==> config.mk <==
export PLATFORM = sky130hd
export DESIGN_NAME = pcie_read_scheduler
export DESIGN_NICKNAME = d
export VERILOG_FILES = /design/src/rtl/pcie_pkg.sv /design/src/rtl/pcie_tag_pool.sv /design/src/rtl/pcie_read_scheduler.sv
export SDC_FILE = /design/constraint.sdc
export NUM_CORES = 1
export LEC_CHECK = 0
export CAP_MARGIN = 25
export CORE_MARGIN = 1.5
export CORE_UTILIZATION = 35
export CTS_CLUSTER_SIZE = 24
export DETAILED_ROUTE_END_ITERATION = 16
export HOLD_SLACK_MARGIN = 0.05
export PLACE_DENSITY = 0.6
export SLEW_MARGIN = 20
export SYNTH_ARGS = -nofsm -noshare
export SYNTH_HDL_FRONTEND = slang
export SYNTH_SLANG_ARGS = --single-unit
export TNS_END_PERCENT = 30
==> constraint.sdc <==
create_clock -name clock -period 11.6 [get_ports clock]
set_input_delay 1.16 -clock clock [delete_from_list [all_inputs] [get_ports clock]]
set_output_delay 1.16 -clock clock [all_outputs]
set_load 0.02 [all_outputs]
==> src/rtl/pcie_pkg.sv <==
// Shared constants and state encoding for the PCIe read scheduler slice.
package pcie_pkg;

    localparam int BOUNDARY_BYTES = 4096;
    localparam int MAX_DW         = 1024;
    localparam int TAG_W          = 8;

    typedef enum logic [1:0] {
        IDLE  = 2'd0,
        ISSUE = 2'd1,
        DRAIN = 2'd2,
        DONE  = 2'd3
    } state_t;

endpackage

==> src/rtl/pcie_tag_pool.sv <==
// PCIe tag pool: free bitmap, lowest-free selection, outstanding count and
// detection of completions that land on tags which are not allocated.
module pcie_tag_pool
    import pcie_pkg::*;
#(
    parameter int NUM_TAGS = 32
) (
    input  logic             clock,
    input  logic             reset,
    input  logic             alloc,
    input  logic [TAG_W-1:0] alloc_tag,
    input  logic             cpl_valid,
    input  logic [TAG_W-1:0] cpl_tag,
    input  logic             cpl_last,
    output logic             next_any,
    output logic [TAG_W-1:0] next_tag,
    output logic [8:0]       outstanding,
    output logic             err_unexpected
);

    logic [NUM_TAGS-1:0] free_q;
    logic [NUM_TAGS-1:0] free_d;
    logic [NUM_TAGS-1:0] alloc_mask;
    logic [NUM_TAGS-1:0] hit_mask;
    logic [NUM_TAGS-1:0] free_mask;
    logic                free_hit;
    logic                bad_cpl;

    // Tags beyond the pool shift out of the mask, so they never count as a hit.
    always_comb begin
        alloc_mask = alloc ? (NUM_TAGS'(1) << alloc_tag) : '0;
        hit_mask   = NUM_TAGS'(1) << cpl_tag;
        free_hit   = cpl_valid && cpl_last && (|(hit_mask & ~free_q));
        bad_cpl    = cpl_valid && cpl_last && !free_hit;
        free_mask  = free_hit ? hit_mask : '0;
        free_d     = (free_q & ~alloc_mask) | free_mask;
    end

    // Selection looks at next-cycle occupancy so a freed tag is offered one cycle later.
    always_comb begin
        next_any = |free_d;
        next_tag = '0;
        for (int i = NUM_TAGS - 1; i >= 0; i--) begin
            if (free_d[i]) next_tag = TAG_W'(i);
        end
    end

    always_ff @(posedge clock or posedge reset) begin
        if (reset) begin
            free_q         <= '1;
            outstanding    <= '0;
            err_unexpected <= 1'b0;
        end else begin
            free_q      <= free_d;
            outstanding <= outstanding + 9'(alloc) - 9'(free_hit);
            if (bad_cpl) err_unexpected <= 1'b1;
        end
    end

endmodule

==> src/rtl/pcie_read_scheduler.sv <==
// DMA read scheduler: splits one host read command into MRRS/4KB-bounded
// memory-read requests, tags each one, and reports done when all tags return.
//
// state | meaning
// IDLE  | waiting for a command
// ISSUE | presenting chunks to pcie_tx
// DRAIN | all chunks issued, waiting for completions
// DONE  | one-cycle done pulse
module pcie_read_scheduler
    import pcie_pkg::*;
#(
    parameter int MRRS_BYTES = 128,
    parameter int NUM_TAGS   = 32,
    parameter int LEN_W      = 24
) (
    input  logic             clock,
    input  logic             reset,
    input  logic             cmd_valid,
    output logic             cmd_ready,
    input  logic [63:0]      cmd_address,
    input  logic [LEN_W-1:0] cmd_length,
    output logic             req_valid,
    input  logic             req_ready,
    output logic [63:0]      req_address,
    output logic [9:0]       req_length_dw,
    output logic [TAG_W-1:0] req_tag,
    input  logic             cpl_valid,
    input  logic [TAG_W-1:0] cpl_tag,
    input  logic             cpl_last,
    output logic             busy,
    output logic             done,
    output logic [8:0]       outstanding,
    output logic             err_unexpected
);

    state_t           state_q, state_d;
    logic [63:0]      addr_q;
    logic [LEN_W-1:0] rem_q;
    logic [63:0]      src_addr;
    logic [LEN_W-1:0] src_rem;
    logic [63:0]      to_bound;
    logic [63:0]      limit;
    logic [63:0]      chunk;
    logic [63:0]      chunk_dw;
    logic             accept;
    logic             handshake;
    logic             load;
    logic             pool_any;
    logic [TAG_W-1:0] pool_tag;

    assign accept    = cmd_valid && cmd_ready;
    assign handshake = req_valid && req_ready;

    pcie_tag_pool #(.NUM_TAGS(NUM_TAGS)) u_pool (
        .clock         (clock),
        .reset         (reset),
        .alloc         (handshake),
        .alloc_tag     (req_tag),
        .cpl_valid     (cpl_valid),
        .cpl_tag       (cpl_tag),
        .cpl_last      (cpl_last),
        .next_any      (pool_any),
        .next_tag      (pool_tag),
        .outstanding   (outstanding),
        .err_unexpected(err_unexpected)
    );

    // The first chunk is cut straight from the command so it is presented the cycle after accept.
    always_comb begin
        src_addr = (state_q == IDLE) ? cmd_address : addr_q;
        src_rem  = (state_q == IDLE) ? cmd_length  : rem_q;
        to_bound = 64'(BOUNDARY_BYTES) - 64'(src_addr[11:0]);
        limit    = (64'(MRRS_BYTES) < to_bound) ? 64'(MRRS_BYTES) : to_bound;
        chunk    = (64'(src_rem) < limit) ? 64'(src_rem) : limit;
        chunk_dw = chunk >> 2;
        load     = pool_any &&
                   (((state_q == IDLE) && accept && (cmd_length != '0)) ||
                    ((state_q == ISSUE) && (!req_valid || req_ready) && (rem_q != '0)));
    end

    always_ff @(posedge clock or posedge reset) begin
        if (reset) state_q <= IDLE;
        else       state_q <= state_d;
    end

    always_comb begin
        state_d   = state_q;
        cmd_ready = 1'b0;
        busy      = 1'b1;
        done      = 1'b0;
        case (state_q)
            IDLE: begin
                cmd_ready = 1'b1;
                busy      = 1'b0;
                if (accept) state_d = (cmd_length != '0) ? ISSUE : DONE;
            end
            ISSUE: begin
                if (handshake && (rem_q == '0)) state_d = DRAIN;
            end
            DRAIN: begin
                if (outstanding == '0) state_d = DONE;
            end
            DONE: begin
                done    = 1'b1;
                state_d = IDLE;
            end
            default: state_d = IDLE;
        endcase
    end

    // Payload registers hold while the request is stalled; addr_q/rem_q track the next chunk.
    always_ff @(posedge clock or posedge reset) begin
        if (reset) begin
            addr_q        <= '0;
            rem_q         <= '0;
            req_valid     <= 1'b0;
            req_address   <= '0;
            req_length_dw <= '0;
            req_tag       <= '0;
        end else begin
            if (accept) begin
                addr_q <= cmd_address;
                rem_q  <= cmd_length;
            end
            if (load) begin
                req_valid     <= 1'b1;
                req_address   <= src_addr;
                req_length_dw <= (chunk_dw == 64'(MAX_DW)) ? 10'd0 : 10'(chunk_dw);
                req_tag       <= pool_tag;
                addr_q        <= src_addr + chunk;
                rem_q         <= src_rem - LEN_W'(chunk);
            end else if (handshake) begin
                req_valid <= 1'b0;
            end
        end
    end

endmodule

Yosys cells after proc, flatten, opt, wreduce, memory -nomap -nowiden
Cells that the tools add are included.
W data, S select, Z words.
{"block": "word_totals", "output_inout_bits": 96, "reg_bits": 215}
{"block": "classes", "mux": 53, "n_addsub": 5, "n_shift": 2, "n_reduce_logical": 25, "n_eq_ne": 7, "magnitude_cmp": 2, "bitwise_logic": 5}
{"cell": "$mux W64", "count": 5}
{"cell": "$mux W5", "count": 32}
{"cell": "$mux W24", "count": 3}
{"cell": "$add A64 B64 Y64", "count": 1}
{"cell": "$and A32 B32 Y32", "count": 2}
{"cell": "$lt A24 B64 Y1", "count": 1}
{"cell": "$lt A8 B64 Y1 const A", "count": 1}
{"cell": "$mux W32", "count": 2}
{"cell": "$not A32 Y32", "count": 2}
{"cell": "$reduce_or A32 Y1", "count": 2}
{"cell": "$shl A1 B8 Y32 const A", "count": 2}
{"cell": "$eq A62 B11 Y1 const B", "count": 1}
{"cell": "$reduce_bool A24 Y1", "count": 2}
{"cell": "$or A32 B32 Y32", "count": 1}
{"cell": "$logic_not A24 Y1", "count": 1}
{"cell": "$sub A24 B24 Y24", "count": 1}
{"cell": "$sub A13 B12 Y14 const A", "count": 1}
{"cell": "$logic_and A1 B1 Y1", "count": 11}
{"cell": "$mux W10", "count": 1}
{"cell": "$add A9 B1 Y9", "count": 1}
{"cell": "$logic_not A9 Y1", "count": 1}
{"cell": "$sub A9 B1 Y9", "count": 1}
{"cell": "$mux W2", "count": 4}
{"cell": "$pmux W2 S4", "count": 1}
{"cell": "other kinds (10)", "count": 19}

Longest topological paths before layout
Gate-level depths: netlist (run 1).
{"block": "logic_depth", "ltp_word": 38, "mapped_depth": 43}

By module
From an unflattened synthesis (run 1), not the netlist that was laid out.
{"block": "hier_totals", "hier_cells": 1955, "area_unflattened_um2": 16468.3}
{"module": "pcie_read_scheduler", "seq_area_each_um2": 4329.2, "area_per_inst_um2": 13137.6, "cells_per_inst": 1570, "n_inst": 1}
{"module": "pcie_tag_pool", "seq_area_each_um2": 1091.0, "area_per_inst_um2": 3330.7, "cells_per_inst": 385, "n_inst": 1}

Least setup slack after synthesis (run 1)
No wires, ideal clock.
{"block": "synth_path", "path_type": "flip-flop to flip-flop", "start": "register state_q[0]", "end": "register addr_q[51]", "arrival_ps": 9685, "slack_ps": 1789, "path_stages_with_launch": 43, "required_ps": 11474, "path_buffers": 11, "setup_ps": 126, "synth_period_minus_slack_ps": 9811, "cell_sequence": "dfrtp_1 > inv_1 > ha_1 > buf_2 > buf_6 > buf_4 > buf_2 > buf_2 > buf_2 > buf_1 > buf_1 > clkbuf_1 > mux2i_1 > ha_1 > nand2_1 > or4_1 > nor3_1 > nand3_1 > (+7 left out) > nand2_1 > nor4b_1 > and4b_1 > o21a_2 > buf_4 > nor2_1 > a21o_1 > ha_1 > a211oi_1 > nor2_1 > o21ai_1 > o31ai_2 > a2111oi_1 > o32a_1 > or4_1 > mux2_2 > mux2_2 > a221o_1"}
{"block": "synth_via", "word_cells_on_any_way": 20, "cone_classes": "add/sub: 2; order compare: 2; eq/ne: 1; mux: 6; reduce/logical: 9"}
{"element": "start, declared", "line": "pcie_read_scheduler.sv:36", "source": "state_t state_q, state_d;"}
{"element": "start signal, assigned", "line": "pcie_read_scheduler.sv:83", "source": "else state_q <= state_d;"}
{"element": "$logic_not A2 Y1 (*)", "line": "pcie_read_scheduler.sv:91", "source": "case (state_q)"}
{"element": "$mux W1 (*)", "line": "pcie_read_scheduler.sv:91"}
{"element": "net cmd_ready", "line": "pcie_read_scheduler.sv:19", "source": "output logic cmd_ready,"}
{"element": "$logic_and A1 B1 Y1 (*)", "line": "pcie_read_scheduler.sv:51", "source": "assign accept = cmd_valid && cmd_ready;"}
{"element": "$logic_and A1 B1 Y1 (2 in a row)", "line": "pcie_read_scheduler.sv:77", "source": "(((state_q == IDLE) && accept && (cmd_length != '0)) ||"}
{"element": "$logic_or A1 B1 Y1", "line": "pcie_read_scheduler.sv:77"}
{"element": "$logic_and A1 B1 Y1", "line": "pcie_read_scheduler.sv:76", "source": "load = pool_any &&"}
{"element": "$mux W64 / $reduce_bool A2 Y1 (equally long branches)"}
{"element": "end signal, assigned", "line": "pcie_read_scheduler.sv:122", "source": "addr_q <= cmd_address;"}
{"element": "end signal, assigned", "line": "pcie_read_scheduler.sv:130", "source": "addr_q <= src_addr + chunk;"}
{"element": "end, declared", "line": "pcie_read_scheduler.sv:37", "source": "logic [63:0] addr_q;"}
The timed path passes the listed nets; every way through them passes the cells marked *.
A chain may end at the register's enable or synchronous reset.

Worst setup path after layout (run 1)
{"block": "layout_path", "start": "input port cmd_address[0]", "end": "register addr_q[34]"}
{"block": "layout_via", "elab_chain_cells": 8}
{"element": "start, declared", "line": "pcie_read_scheduler.sv:20", "source": "input logic [63:0] cmd_address,"}
{"element": "$mux W64 (*)", "line": "pcie_read_scheduler.sv:70", "source": "src_addr = (state_q == IDLE) ? cmd_address : addr_q;"}
{"element": "$sub A13 B12 Y14", "line": "pcie_read_scheduler.sv:72", "source": "to_bound = 64'(BOUNDARY_BYTES) - 64'(src_addr[11:0]);"}
{"element": "$lt A8 B64 Y1", "line": "pcie_read_scheduler.sv:73", "source": "limit = (64'(MRRS_BYTES) < to_bound) ? 64'(MRRS_BYTES) : to_bound;"}
{"element": "$mux W64", "line": "pcie_read_scheduler.sv:73"}
{"element": "$lt A24 B64 Y1", "line": "pcie_read_scheduler.sv:74", "source": "chunk = (64'(src_rem) < limit) ? 64'(src_rem) : limit;"}
{"element": "$mux W64", "line": "pcie_read_scheduler.sv:74"}
{"element": "$add A64 B64 Y64 (*)", "line": "pcie_read_scheduler.sv:130"}
{"element": "$mux W64 (*)", "line": "pcie_read_scheduler.sv:125", "source": "if (load) begin"}
Every way passes the cells marked *; elsewhere a longest branch is shown, timed or not.

==> summary.md, run 1 <==
| Metric | Value |
|---|---|
| Outcome | `finished, final reports clean` |
| Kind of end point of the critical path | `flop` |
| Setup_tns | `0 ns` |
| Hold Path Cell Cnt | `2` |
| Final setup viols | `0` |
| Clock transition at the registers of the reported paths | `0.06 ns` |
| Crit-path max FO | `14` |
| Via density | `5.80` |
| Clk Latency, worst-skew pair | `roughly 0.58 ns` |
| Max Transition Viols Final | `0` |
| Count leader, synth | `nand2_1` |
| CTS tree | `yes` |
| Post-synth top area cell | `dfrtp_1` |
| Peak supply drop | `around 0.00018 V` |
| Post-Layout Inst Area | `19800 µm²` |
| Cts repair resizes | `0` |
| GRT overflow | `0` |
| Initial Utilization | `35.7%` |
| Gr usage total | `23.4%` |
| DRC | `0` |
| Slowest CP cell | `o2111ai_1` |
| Switch share | `~45%` |
| Port Buffer Count | `194` |
| Htree depth | `1` |
| Post-synthesis sequential area ratio | `32.8%` |
| Core area | `roughly 46000 µm²` |
| Final Hold Fails | `0` |
| Yosys warns | `0` |
| Crit path DAT | `10.02 ns` |
| Setup Skew | `0.0363 ns` |
| Fin crit period | `between 9 and 10 ns` |
| Clock share of power | `18.8%` |
| Data required time of the worst path | `about 12 ns` |
| Initial antenna violation count | `1` |
| Clk buf depth | `3` |
| Post-DP HPWL | `40.8 mm` |
| Worst hold endpoint | `req_address[17]` |
| Async S/R FF share, synth | `100%` |
| Fraction of layout cells with a size suffix above 1 | `about 8.6%` |
| Hold buffers post-CTS | `0` |
| Most area-consuming cells after synthesis | `dfrtp_1 (28%), mux2i_1 (6.3%), o21ai_0 (6.0%), nand2_1 (5.3%), dfstp_2 (5.2%)` |
| Largest stage delay, worst path | `0.81 ns` |
| FMAX | `between 100 and 150 MHz` |
| Pleak | `8.02 nW` |
| Setup bufs post-CTS | `0` |
| Yosys cell types | `between 90 and 100` |
| Largest net degree at the start of global routing | `202` |
| Grt peak-use layer | `met2` |
| Ports placed on the boundary | `198` |
| Total routed wirelength | `57.2 mm` |
| Clk sinks | `212` |
| Post-DP Area | `18800 µm²` |
| Post-synth EDFFs | `0` |
| Grt met3 use | `around 2.6%` |
| Internal | `2.73 mW` |
| Area Growth Syn to Fin | `21.3%` |
| Cells after Synth | `1939` |
| Reg2reg setup slack | `approximately 2.2 ns` |
| Chip Height | `219 µm` |
| Post-synth top flop | `dfrtp_1` |
| Reg-to-Reg Start | `state_q[0]` |
| Wire per inst | `21.0 µm` |
| Nets | `~2300` |
| Fin crit share | `82.3%` |
| Routability Congestion | `between 0.9 and 1` |
| Average size of a mapped cell | `8.41 µm²` |
| Initial drt markers | `1238` |
| Max-cap viol count | `0` |
| Synth Cell Area | `16300 µm²` |
| Root Buffer | `clkbuf_16` |
| Vias in the first global route | `15400` |
| Least-Margin Pin Slew | `0.986 ns` |
| Yosys reg bits | `212` |
| Met2 GRT Util | `37.4%` |
| Row count | `78` |
| Critical path type | `input port to flop` |
| Net Sw Power | `about 2.2 mW` |
| Worst rel slew slack | `34.2%` |
| Power share of the combinational group | `a little under three fifths` |
| Synth top area share | `27.6%` |
| RSZ-0062 raised after global routing | `no` |
| FF-to-FF path depth | `31` |
| Reg-to-Reg End | `addr_q[34]` |
| Area of the die | `47900 µm²` |
| CP startpoint kind | `input port` |
| Total CTS buffers | `28` |
| Die extent in x | `between 200 and 250 µm` |
| Router iterations before antenna repair | `5` |
| Commonest cells in the netlist | `nand2_1 (229), o21ai_0 (196), dfrtp_1 (180)` |
| Hold_sp | `req_address[17]` |
| Antenna Nets Post-Route | `0` |
| Met1 Usage GRT | `32.9%` |
| Total number of vias | `15800` |
| Non-filler cells, final | `2719` |
| Dpl cells | `2666` |
| Pwr Density | `249 nW/µm²` |
| Sequential power share | `25.3%` |
| Hold crit path type | `flop to flop` |
| Core Util, Final | `43.3%` |
| First-pass GRT wire length | `88.7 mm` |
| Pwr Total | `4.93 mW` |
==> layout by cell type (no fill, tap or decap), types with 17 or more instances in the layout <==
master	instances
o31ai_1	34
ha_1	65
nor2_1	114
buf_4	19
a21oi_1	107
a211oi_1	34
nor3_1	46
nand3_1	59
xor2_1	22
nand4_1	27
nor2b_1	24
nand2b_1	18
dfstp_2	32
mux2i_1	102
clkbuf_16	29
or3_1	18
inv_1	78
conb_1	20
xnor2_1	41
nor4_1	28
mux2_2	38
o21a_1	17
o211ai_1	19
o21ai_0	196
clkdlybuf4s50_1	194
dfrtp_1	180
a21o_1	25
nand2_1	228
and2_1	17
==> power groups by stage <==
| stage | sequential (mW) | clock (mW) | combinational, mW |
|---|---|---|---|
| detailed placement | 1.25 | 0 | 2.73 |
| finish | 1.25 | 0.926 | 2.75 |
| floorplan | 1.34 | 0 | 1.79 |
| global route | 1.28 | 0.974 | 3.03 |
| global placement | 1.25 | 0 | 2.69 |
| CTS | 1.25 | 0.945 | 2.75 |
==> cells by family after synthesis <==
| family | count (synthesis) | share of synthesized area, % |
|---|---|---|
| and+or+nand+nor | 683 | 21.1 |
| AOI/OAI and AO/OA | 584 | 23.3 |
| DFF | 212 | 32.8 |
| buffers and inverters | 186 | 4.97 |
| muxes | 140 | 8.89 |
| adders and majority gates | 69 | 5.44 |
| xor gates and xnor gates | 63 | 3.39 |
| other | 2 | 0.0461 |
==> final cells by class <==
cell class	instances	area (µm²)
Antenna cell	1	2.50
Clock buffer	41	841
Clock inverter	11	140
Fill cell	4531	25900
Inverter	79	304
Multi-Input combinational cell	1559	10200
Sequential cell	212	5350
Tap cell	600	751
Timing Repair Buffer	216	2140
==> per-layer routing <==
layer | wire length, µm | share of wire [%] | vias to the layer above
met5 | 17 | 0.030 | -
met4 | 1500 | 2.6 | 2
met3 | 3150 | 5.5 | 90
met2 | 26100 | 46 | 524
met1 | 26400 | 46 | 7692
li1 | - | - | 7475
==> through the flow <==
| step | hold WS, ns | setup WS, ns |
|---|---|---|
| 2_1_floorplan | 0.479 | 1.79 |
| 3_3_place_gp | 0.459 | 1.84 |
| 3_5_place_dp | 0.462 | 1.56 |
| 4_1_cts | 0.475 | 2.15 |
| 5_1_grt | 0.496 | 1.43 |
| 6_report | 0.470 | 2.05 |
==> sequential cells by signal, summed over array words and instances (netlist names) <==
name and flops:
addr_q 64, rem_q 24, u_pool.outstanding 9, u_pool.free_q 32, req_tag 5, req_valid 1
req_address 64, u_pool.err_unexpected 1, req_length_dw 10, state_q 2
==> worst max-delay path by stage <==
stage / to / from / cells past startpoint
6_report: addr_q[34] / cmd_address[0] / 30
3_3_place_gp: addr_q[34] / cmd_address[0] / 30
4_1_cts: addr_q[34] / cmd_address[0] / 30
3_5_place_dp: addr_q[34] / cmd_address[0] / 30
5_1_grt: addr_q[34] / cmd_address[0] / 30
2_1_floorplan: addr_q[51] / state_q[0] / 42
==> worst max-delay path: cells and delay by family <==
| family | cells | cell delay (ns) |
|---|---|---|
| AOI/OAI and AO/OA | 9 | 2.55 |
| buffers and inverters | 1 | 0.45 |
| adders and majority gates | 4 | 1.13 |
| and+or+nand+nor | 14 | 3.94 |
| muxes | 2 | 0.77 |
Note: power is estimated with default switching activity, not from simulation.
==> inputs of run 2 (changes only) <==
--- a/config.mk
+++ b/config.mk
@@ -11,7 +11,7 @@
 export CTS_CLUSTER_SIZE = 24
 export DETAILED_ROUTE_END_ITERATION = 16
 export HOLD_SLACK_MARGIN = 0.05
-export PLACE_DENSITY = 0.6
+export PLACE_DENSITY = 0.62
 export SLEW_MARGIN = 20
 export SYNTH_ARGS = -nofsm -noshare
 export SYNTH_HDL_FRONTEND = slang
==> constraint.sdc (replaced) <==
create_clock -name clock -period 8 [get_ports clock]
set_input_delay 0.8 -clock clock [delete_from_list [all_inputs] [get_ports clock]]
set_output_delay 0.8 -clock clock [all_outputs]
set_load 0.02 [all_outputs]
==> summary.md, run 2 (synthesis gave the netlist of run 1 again) <==
| Metric | Value |
|---|---|
| Reg2reg setup slack | `~0.47 ns` |
| Reg-to-Reg Start | `state_q[0]` |
| Dpl cells | `2700` |
| Area of the die | `approximately 48000 µm²` |
| Max-cap viol count | `0` |
| Reg-to-Reg End | `addr_q[47]` |
| Htree depth | `1` |
| Non-filler cells, final | `2763` |
| Setup Skew | `around 0.037 ns` |
| First-pass GRT wire length | `90.5 mm` |
| Crit-path max FO | `6` |
| Largest net degree at the start of global routing | `152` |
| Worst rel slew slack | `29.5%` |
| Area Growth Syn to Fin | `24.6%` |
| Fraction of layout cells with a size suffix above 1 | `11.9%` |
| Gr usage total | `23.9%` |
| Post-DP HPWL | `42.0 mm` |
| Critical path type | `flop to flop` |
| Fin crit share | `94.1%` |
| Most common cell after layout, fill and taps aside | `nand2_1` |
| Kind of end point of the critical path | `flop` |
| Hold buffers post-CTS | `0` |
| Pwr Density | `roughly 360 nW/µm²` |
| Outcome | `finished, final reports clean` |
| Wire per inst | `approximately 21 µm` |
| Fin crit period | `~7.5 ns` |
| RSZ-0062 raised after global routing | `no` |
| Initial antenna violation count | `4` |
| Final Hold Fails | `0` |
| Most used cell, CP | `nand2_1` |
| Hold crit path type | `flop to flop` |
| CP startpoint kind | `flop` |
| Initial Utilization | `approximately 36%` |
| Total routed wirelength | `about 58 mm` |
| Top Registers | `addr_q x64, req_address x64, u_pool.free_q x32` |
| FMAX | `133 MHz` |
| Ports placed on the boundary | `198` |
| Least-Margin Pin Slew | `1.05 ns` |
| Core area | `45700 µm²` |
| CTS tree | `yes` |
| Clk Latency, worst-skew pair | `0.59 ns` |
| Root Buffer | `clkbuf_16` |
| Initial drt markers | `~1600` |
| Port Buffer Count | `194` |
| Total CTS buffers | `28` |
| Pleak | `around 8.2 nW` |
| GRT overflow | `0` |
| Nets | `2308` |
| FF-to-FF path depth | `32` |
| Clock transition at the registers of the reported paths | `0.06 ns` |
| Clk buf depth | `3` |
| Largest stage delay, worst path | `approximately 0.58 ns` |
| # fillers | `about 4500` |
| Clk sinks | `212` |
| Critical Path Sink | `addr_q[47]` |
| DRC | `0` |
| Crit path DAT | `7.98 ns` |
| Slowest CP cell | `or4_1` |
| Highest-count cells in the layout ignoring fill and taps | `nand2_1 (227), o21ai_0 (195), clkdlybuf4s50_1 (194), dfrtp_1 (180), nor2_1 (113)` |
| Final setup viols | `0` |
| Via density | `5.86` |
| Data required time of the worst path | `8.45 ns` |
| Peak supply drop | `between 0.0002 and 0.0003 V` |
| Router iterations before antenna repair | `6` |
| Total number of vias | `16200` |
| Antenna Nets Post-Route | `0` |
| Row count | `78` |
| Max Transition Viols Final | `0` |
| CP startpoint | `state_q[0]` |
| Routability Congestion | `0.945` |
| Chip Height | `219 µm` |
| Vias in the first global route | `approximately 16000` |
| Pwr Total | `7.35 mW` |
| Die extent in x | `between 200 and 250 µm` |
-- run 2: routing by layer --
metal  GRT usage, %  part of all wire [%]  vias to the layer above
li1               -                     -                     7559
met1           33.2                    45                     7885
met2           38.3                    46                      635
met3           3.01                   6.5                      108
met4           7.63                   3.0                        0
met5              0                     0                        -
-- run 2: per-stage QoR --
stage                     worst slack [ns]  util [%]  hold slack, ns  instance area, µm²  TNS (ns)
final                                0.475      44.4           0.474               20300         0
after global routing               0.00454      44.4           0.499               20300         0
after CTS                          -0.0127      44.1           0.475               20100   -0.0127
after detailed placement            -0.378      41.9           0.461               19200     -3.99
after global placement              -0.197      41.9           0.461               19200     -1.36
after floorplan                   -0.00316         -           0.479               16600  -0.00316
-- run 2: cell type report --
type	instances	area (µm²)	share of cell area, %
repair buffers	256	2440	12.0
inverters	79	304	1.50
clock buffers	42	843	4.15
multi-input cells	1560	10500	51.7
diodes	4	10.0	0.0493
clock inverters	10	115	0.567
well taps	600	751	3.70
flip-flops and latches	212	5350	26.3
-- run 2: worst min-delay path by stage --
stage          slack, ns            start  depth (start not counted)         endpoint
3_5_place_dp        0.46  req_address[19]                          2  req_address[19]
4_1_cts             0.48  req_address[19]                          2  req_address[19]
6_report            0.47  req_address[20]                          2  req_address[20]
2_1_floorplan       0.48       addr_q[39]                          1       addr_q[39]
5_1_grt             0.50  req_address[16]                          2  req_address[16]
3_3_place_gp        0.46  req_address[20]                          2  req_address[20]
-- run 2: worst max-delay path, delay by kind of cell, from the launching register on --
kind / cells / cell delay (ns)
XOR/XNOR: 1 / 0.11
AND/OR/NAND/NOR: 10 / 2.47
adder cells (fa/ha/maj): 3 / 0.80
buffers and inverters: 5 / 0.62
flip-flops: 1 / 0.41
multiplexers: 2 / 0.74
AO/OA/AOI/OAI: 11 / 2.24
-- run 2: timing repair --
action,CTS,global route
endpoints found under the setup margin,6,44
pin swaps,0,8
resized for setup,2,25
buffers inserted,0,6
cloned,0,1
-- run 2: power breakdown --
| part | switching, mW | internal (mW) |
|---|---|---|
| sequential | 0.342 | 1.48 |
| clock | 0.519 | 0.789 |
| combinational | 2.44 | 1.78 |
